===== src/rtl/vga_pkg.sv =====
// Shared 640x480@60 raster constants, coordinate widths and total-length helpers
// for the VGA scan timer and its axis counters.
package vga_pkg;

    localparam int WIDTH_DEF   = 640;
    localparam int HEIGHT_DEF  = 480;
    localparam int H_FP_DEF    = 16;
    localparam int H_SYNC_DEF  = 96;
    localparam int H_BP_DEF    = 48;
    localparam int V_FP_DEF    = 10;
    localparam int V_SYNC_DEF  = 2;
    localparam int V_BP_DEF    = 33;
    localparam int CLK_DIV_DEF = 2;

    localparam int X_W   = 10;
    localparam int Y_W   = 9;
    localparam int CNT_W = 10;

    function automatic int h_total(input int active, input int fp, input int sync, input int bp);
        return active + fp + sync + bp;
    endfunction

    function automatic int v_total(input int active, input int fp, input int sync, input int bp);
        return active + fp + sync + bp;
    endfunction

endpackage


===== src/rtl/vga_axis_counter.sv =====
// One raster axis: counts 0..TOTAL-1 on each advance and decodes the active
// and sync windows of the count currently held.
module vga_axis_counter
    import vga_pkg::*;
#(
    parameter int ACTIVE = WIDTH_DEF,
    parameter int FP     = H_FP_DEF,
    parameter int SYNC   = H_SYNC_DEF,
    parameter int BP     = H_BP_DEF
) (
    input  logic             clk,
    input  logic             reset,
    input  logic             advance,
    output logic [CNT_W-1:0] count,
    output logic             active,
    output logic             sync_n,
    output logic             wrap
);

    localparam int TOTAL = h_total(ACTIVE, FP, SYNC, BP);
    localparam logic [CNT_W-1:0] LAST       = CNT_W'(TOTAL - 1);
    localparam logic [CNT_W-1:0] ACTIVE_END = CNT_W'(ACTIVE);
    localparam logic [CNT_W-1:0] SYNC_START = CNT_W'(ACTIVE + FP);
    localparam logic [CNT_W-1:0] SYNC_END   = CNT_W'(ACTIVE + FP + SYNC);

    // wrap is qualified by advance so it can directly chain the next axis
    assign wrap   = advance && (count == LAST);
    assign active = (count < ACTIVE_END);
    assign sync_n = !((count >= SYNC_START) && (count < SYNC_END));

    always_ff @(posedge clk or posedge reset) begin
        if (reset) begin
            count <= '0;
        end else if (advance) begin
            count <= wrap ? '0 : count + 1'b1;
        end
    end

endmodule


===== src/rtl/vga_scan_timer.sv =====
// VGA raster timer and pixel sink: publishes (x, y), registers the returned colour
// with aligned sync/blank. Define VGA_BORDER_EN to force a white alignment border.
module vga_scan_timer
    import vga_pkg::*;
#(
    parameter int WIDTH   = WIDTH_DEF,
    parameter int HEIGHT  = HEIGHT_DEF,
    parameter int H_FP    = H_FP_DEF,
    parameter int H_SYNC  = H_SYNC_DEF,
    parameter int H_BP    = H_BP_DEF,
    parameter int V_FP    = V_FP_DEF,
    parameter int V_SYNC  = V_SYNC_DEF,
    parameter int V_BP    = V_BP_DEF,
    parameter int CLK_DIV = CLK_DIV_DEF
) (
    input  logic           clk,
    input  logic           reset,
    output logic [X_W-1:0] x,
    output logic [Y_W-1:0] y,
    input  logic [7:0]     r,
    input  logic [7:0]     g,
    input  logic [7:0]     b,
    output logic [7:0]     VGA_R,
    output logic [7:0]     VGA_G,
    output logic [7:0]     VGA_B,
    output logic           VGA_CLK,
    output logic           VGA_HS,
    output logic           VGA_VS,
    output logic           VGA_BLANK_N,
    output logic           VGA_SYNC_N,
    output logic           frame_start
);

    localparam int DIV_W = $clog2(CLK_DIV);
    localparam logic [DIV_W-1:0] DIV_LAST = DIV_W'(CLK_DIV - 1);
    localparam logic [DIV_W-1:0] DIV_HALF = DIV_W'(CLK_DIV / 2 - 1);
    localparam logic [CNT_W-1:0] X_LAST   = CNT_W'(WIDTH - 1);
    localparam logic [CNT_W-1:0] Y_LAST   = CNT_W'(HEIGHT - 1);

    logic [DIV_W-1:0] div;
    logic             pix_en;
    logic [CNT_W-1:0] hcount, vcount;
    logic             h_active, v_active, h_sync_n, v_sync_n, h_wrap, v_wrap;
    logic             active, border;
    logic [7:0]       col_r, col_g, col_b;

    assign pix_en     = (div == DIV_LAST);
    assign active     = h_active && v_active;
    assign VGA_SYNC_N = 1'b0;

    vga_axis_counter #(
        .ACTIVE (WIDTH),
        .FP     (H_FP),
        .SYNC   (H_SYNC),
        .BP     (H_BP)
    ) u_h_axis (
        .clk     (clk),
        .reset   (reset),
        .advance (pix_en),
        .count   (hcount),
        .active  (h_active),
        .sync_n  (h_sync_n),
        .wrap    (h_wrap)
    );

    vga_axis_counter #(
        .ACTIVE (HEIGHT),
        .FP     (V_FP),
        .SYNC   (V_SYNC),
        .BP     (V_BP)
    ) u_v_axis (
        .clk     (clk),
        .reset   (reset),
        .advance (h_wrap),
        .count   (vcount),
        .active  (v_active),
        .sync_n  (v_sync_n),
        .wrap    (v_wrap)
    );

    assign x = h_active ? hcount[X_W-1:0] : '0;
    assign y = v_active ? vcount[Y_W-1:0] : '0;

    always_comb begin
        border = 1'b0;
`ifdef VGA_BORDER_EN
        border = active && ((hcount == '0) || (hcount == X_LAST) ||
                            (vcount == '0) || (vcount == Y_LAST));
`endif
        col_r = border ? 8'hFF : r;
        col_g = border ? 8'hFF : g;
        col_b = border ? 8'hFF : b;
    end

    always_ff @(posedge clk or posedge reset) begin
        if (reset) begin
            div <= '0;
        end else begin
            div <= pix_en ? '0 : div + 1'b1;
        end
    end

    // DAC clock falls as a pixel is launched and rises half a pixel later
    always_ff @(posedge clk or posedge reset) begin
        if (reset) begin
            VGA_CLK <= 1'b0;
        end else if (pix_en) begin
            VGA_CLK <= 1'b0;
        end else if (div == DIV_HALF) begin
            VGA_CLK <= 1'b1;
        end
    end

    // Outputs describe the pixel being left, so colour/sync/blank stay aligned
    always_ff @(posedge clk or posedge reset) begin
        if (reset) begin
            VGA_R       <= '0;
            VGA_G       <= '0;
            VGA_B       <= '0;
            VGA_HS      <= 1'b1;
            VGA_VS      <= 1'b1;
            VGA_BLANK_N <= 1'b0;
        end else if (pix_en) begin
            VGA_R       <= active ? col_r : 8'h00;
            VGA_G       <= active ? col_g : 8'h00;
            VGA_B       <= active ? col_b : 8'h00;
            VGA_HS      <= h_sync_n;
            VGA_VS      <= v_sync_n;
            VGA_BLANK_N <= active;
        end
    end

    always_ff @(posedge clk or posedge reset) begin
        if (reset) begin
            frame_start <= 1'b0;
        end else begin
            frame_start <= v_wrap;
        end
    end

endmodule


===== config.mk =====
export PLATFORM = sky130hd
export DESIGN_NAME = vga_scan_timer
export DESIGN_NICKNAME = d
export VERILOG_FILES = /design/src/rtl/vga_pkg.sv /design/src/rtl/vga_axis_counter.sv /design/src/rtl/vga_scan_timer.sv
export SDC_FILE = /design/constraint.sdc
export NUM_CORES = 1
export LEC_CHECK = 0
export ABC_CLOCK_PERIOD_IN_PS = 1900
export CAP_MARGIN = 0
export CORE_ASPECT_RATIO = 1.2
export CORE_MARGIN = 10
export CORE_UTILIZATION = 41
export CTS_CLUSTER_DIAMETER = 60
export DETAILED_ROUTE_END_ITERATION = 8
export PLACE_DENSITY = 0.78
export RECOVER_POWER = 100
export SKIP_CTS_REPAIR_TIMING = 1
export SYNTH_ARGS = -nofsm -noshare
export SYNTH_HDL_FRONTEND = slang
export SYNTH_SLANG_ARGS = --single-unit

===== constraint.sdc =====
create_clock -name clk -period 1.9 [get_ports clk]
set_clock_uncertainty 0.15 [all_clocks]
set_input_delay 0.285 -clock clk [delete_from_list [all_inputs] [get_ports clk]]
set_output_delay 0.285 -clock clk [all_outputs]
set_load 0.05 [all_outputs]

# After elaboration in Yosys (flattened, before gate mapping)
# Index checks and enable logic that the tools add are counted.
# word_totals
elab_cells	38
mem_bits_ro	0
ff_bits	50
inputBits	26
latchBits	0
memories	0
mem_bits_rw	0
# classes
n_div	0
n_addsub	3
n_mux	9
shifts	0
bitwise_logic	0
order_cmp	6
eq_ne	2
reduce_logical	7
n_mul	0
# op_table
cell	count
2-to-1 mux 10 bit	3
2-to-1 mux 8 bit	3
adder 10 x 1 -> 10 bit (second input constant)	2
== test 10 bit (second input constant)	2
less-than comparator 10 bit (second input constant)	2
less-than comparator 10 x 9 -> 1 bit (second input constant)	2
greater-or-equal comparator 10 bit (second input constant)	1
greater-or-equal comparator 10 x 9 -> 1 bit (second input constant)	1
2-to-1 mux 9 bit	1
logical AND 1 bit	5
logical NOT 1 bit	2
2-to-1 mux 1 bit	2
adder 1 bit (second input constant)	1

# Longest topological paths before layout
# logic_depth
word_depth	4
mapped_depth	7
ltp_nobuf	6

# Modules after synthesis
# From an unflattened synthesis, not the netlist that was laid out.
# hier_totals
cells_unflattened	228
hier_area_um2	2568.7
# by_module_without_submodules
module	area_each_um2	instances	cells_per_inst
vga_scan_timer	1408.9	1	113
vga_axis_counter (u_h_axis)	596.8	1	62
vga_axis_counter (u_v_axis)	563.0	1	53

# Least setup slack after synthesis
# OpenSTA, ideal clock, no wires.
# synth_timing
path_kind	reg-to-output
from	reg u_v_axis.count[6]
to	out y[5]
path_stages_with_launch	3
required_ns	1.465
slack_ns	-0.352
t_arrival_ns	1.817
path_cell_list	dfrtp_1 > buf_2 > a311oi_1
# synth_between
elab_chain_len	2
# synth_lines
element	line	source
start: declaration	vga_axis_counter.sv:14	output logic [CNT_W-1:0] count,
start signal: assignment	vga_axis_counter.sv:35	count <= wrap ? '0 : count + 1'b1;
less-than comparator 10 x 9 -> 1 bit	vga_axis_counter.sv:28	assign active = (count < ACTIVE_END);
2-to-1 mux 9 bit	vga_scan_timer.sv:82	assign y = v_active ? vcount[Y_W-1:0] : '0;
end: declaration	vga_scan_timer.sv:19	output logic [Y_W-1:0] y,
# No other way between the ends.

# Worst setup path in the final report
# layout_timing
from	reg u_v_axis.count[6]
to	out y[3]
# Same word-level chain as after synthesis.

==> metrics <==
grt ovf=0; Final Non-Filler Cells=roughly 350; Syn-to-layout area delta=46.1%; reg2reg path depth=6; first-pass GRT wire length=between 9000 and 10000 µm; most common cell after layout, fill and taps aside=dfrtp_1; Final Hold Vio Count=0; Worst Path Arrival=around 1.5 ns; Relative slew margins=44.1%; most frequent cells in the layout=42 x dfrtp_1, 31 x clkbuf_1, 25 x a22o_1; Root Driver=clkbuf_8; Lkg Pwr=between 1 and 1.5 nW; Syn Nets=228; VDD IR max=0.000302 V; fmax=about 0.53 GHz; Reg2Reg Setup Slack=~0.06 ns; sequential area share after synthesis=54.2%; Bufs on Longest Clock Path=2; vias in the first global route=about 1900; post-synth cell types=44; critical path capture point type=output pin; fill count=about 440; largest net degree at the start of global routing=29; Ys Warns=0; hold depth=1; PwrDens=between 500 and 600 nW/µm²; Routed WL per cell=around 18 µm; asr flop ratio synth=100%; Fin Hold WS=~0.34 ns; Final setup viols=0; placeable core area=between 5000 and 6000 µm²; CP max FO=7; largest area contributor in the netlist=dfrtp_1; # H-tree levels=2; Slowest-stage cell, CP=dfrtp_1; CTS Buf Count=5; Critical Setup Path Class=reg2out; Hold WC Path Type=reg2reg; Max Cap Violations=0; Placed Cells=between 300 and 400; die height=a little over 100 µm; fin crit period=about 1.9 ns; Port Buffers=between 70 and 80; RSZ-0062 raised after global routing=true; drt first pass iters=4; Rows=29; CTS Sinks=just under 50; post-synthesis sequential element count=between 40 and 50; Reg2Reg Capture Point=u_v_axis.count[9]; clock slew at reported path FFs=around 0.08 ns; Gate Count Post-Synth=between 150 and 200; drt via density=5.40; Syn Area/Cell=between 10 and 15 µm²; Placer Congestion=about 0.96; crit share post-route=99.0%; Synth top area share=51.9%; worst reg2reg path startpoint=u_h_axis.count[1]; chip width=87.9 µm; I/O Pins=75; Overall Global Routing Usage=a little over an eighth; DR DRC count=0; Worst Setup Start Kind=flip-flop; Hold Startpoint=VGA_BLANK_N; hold endpoint=VGA_BLANK_N; Largest delay share family, worst path=simple AND/OR/NAND/NOR gates; Critical Path Max Stage Delay=~0.42 ns; vias=approximately 1900; Synth area leaders=dfrtp_1 52%, a22o_1 9.7%, and2_1 3.9%; First DRT Iteration DRCs=37; Buf+Inv Stages, Crit Path=1; worst skew pair latency=roughly 0.30 ns; setup TNS=0 ns; Antenna Cells=0; Detailed Place HPWL=between 4000 and 5000 µm; Main synth FF type=dfrtp_1; Worst Tran Pin Value=0.837 ns; die area=approximately 9000 µm²; Post-synth EDFFs=0; status=finished, final reports clean; Starting Density=42.5%; Routed Wire Length=~6200 µm; mapped cell area=2270 µm²; share of cells above drive strength 1=between 20% and 30%; Critical Path, Cell by Cell=and4_4 -> nor2_4 -> and2_4 -> buf_12; WP data required=~1.5 ns; Final nets=around 320; CTS tree=yes; antenna violations before repair=0; Detail Route Antenna Nets=0; Max Slew Vio Count=0
==> power breakdown <==
group          internal [mW]  leakage (nW)  switching, mW
sequential              1.07         0.595         0.0133
combinational         0.0753         0.837          0.146
clock                  0.256        0.0450          0.336
total                   1.40          1.48          0.496
==> how the worst max path moves through the flow <==
stage / start / to / slack, ns / cells after the start
global placement: u_v_axis.count[8] / y[7] / 0.14 / 4
global route: u_v_axis.count[6] / y[2] / -0.04 / 4
detailed placement: u_h_axis.count[1] / u_v_axis.count[1] / 0.07 / 6
CTS: u_v_axis.count[8] / y[2] / -0.20 / 4
floorplan: u_v_axis.count[6] / y[0] / -0.31 / 3
finish: u_v_axis.count[6] / y[3] / 0.02 / 4
==> flip-flops by register name, summed over array words and instances (netlist names) <==
register / flops
VGA_B: 8
VGA_BLANK_N: 1
VGA_CLK: 1
VGA_G: 8
VGA_HS: 1
VGA_R: 8
VGA_VS: 1
frame_start: 1
u_h_axis.count: 10
u_v_axis.count: 10
==> per-layer routing <==
layer | GRT usage [%] | vias up | part of all wire (%)
met2 | 22.8 | 66 | 48
met4 | 3.93 | 0 | 1.6
li1 | - | 903 | -
met1 | 16.0 | 931 | 42
met5 | 0 | - | 0
met3 | 4.18 | 11 | 8.8
==> cells by family after synthesis <==
| kind of cell | Yosys count | synth area share, % |
|---|---|---|
| DFF | 49 | 54.2 |
| and+or+nand+nor | 72 | 19.8 |
| other | 1 | 0.165 |
| buffers and inverters | 18 | 4.19 |
| muxes | 1 | 0.497 |
| adders and majority gates | 4 | 2.21 |
| AOI/OAI and AO/OA | 41 | 14.3 |
| xor gates and xnor gates | 12 | 4.64 |
==> final cells by class <==
| type | count | area (µm²) | share of cell area, % |
|---|---|---|---|
| Tap cell | 62 | 77.6 | 2.34 |
| Sequential cell | 49 | 1230 | 37.3 |
| Timing Repair Buffer | 96 | 896 | 27.0 |
| Inverter | 8 | 30.0 | 0.907 |
| Clock inverter | 2 | 10.0 | 0.302 |
| Clock buffer | 6 | 72.6 | 2.19 |
| Multi-Input combinational cell | 131 | 991 | 29.9 |
==> metrics by stage <==
step | power (mW) | util [%] | area (µm²) | worst slack, ns
3_5_place_dp | 1.35 | 61.4 | 3270 | 0.0687
5_1_grt | 1.97 | 62.1 | 3310 | -0.0398
6_report | 1.89 | 62.1 | 3310 | 0.0192
3_3_place_gp | 1.35 | 61.4 | 3270 | 0.144
4_1_cts | 1.94 | 62.9 | 3360 | -0.200
2_1_floorplan | 1.24 | - | 2270 | -0.308
==> Yosys cell counts (all sizes together), types with 2 or more instances <==
cell type / count
and2: 14
inv: 8
o21ai: 6
and4: 3
xnor2: 7
nand2: 5
dfstp: 2
and2b: 3
nor2: 11
a21o: 2
and3: 2
nand3: 10
nand4: 8
ha: 4
a21oi: 2
a22o: 25
o31ai: 2
nor4: 2
xor2: 5
dfrtp: 47
buf: 9
nor3: 7
No activity file was read; power rests on OpenSTA's default activity.
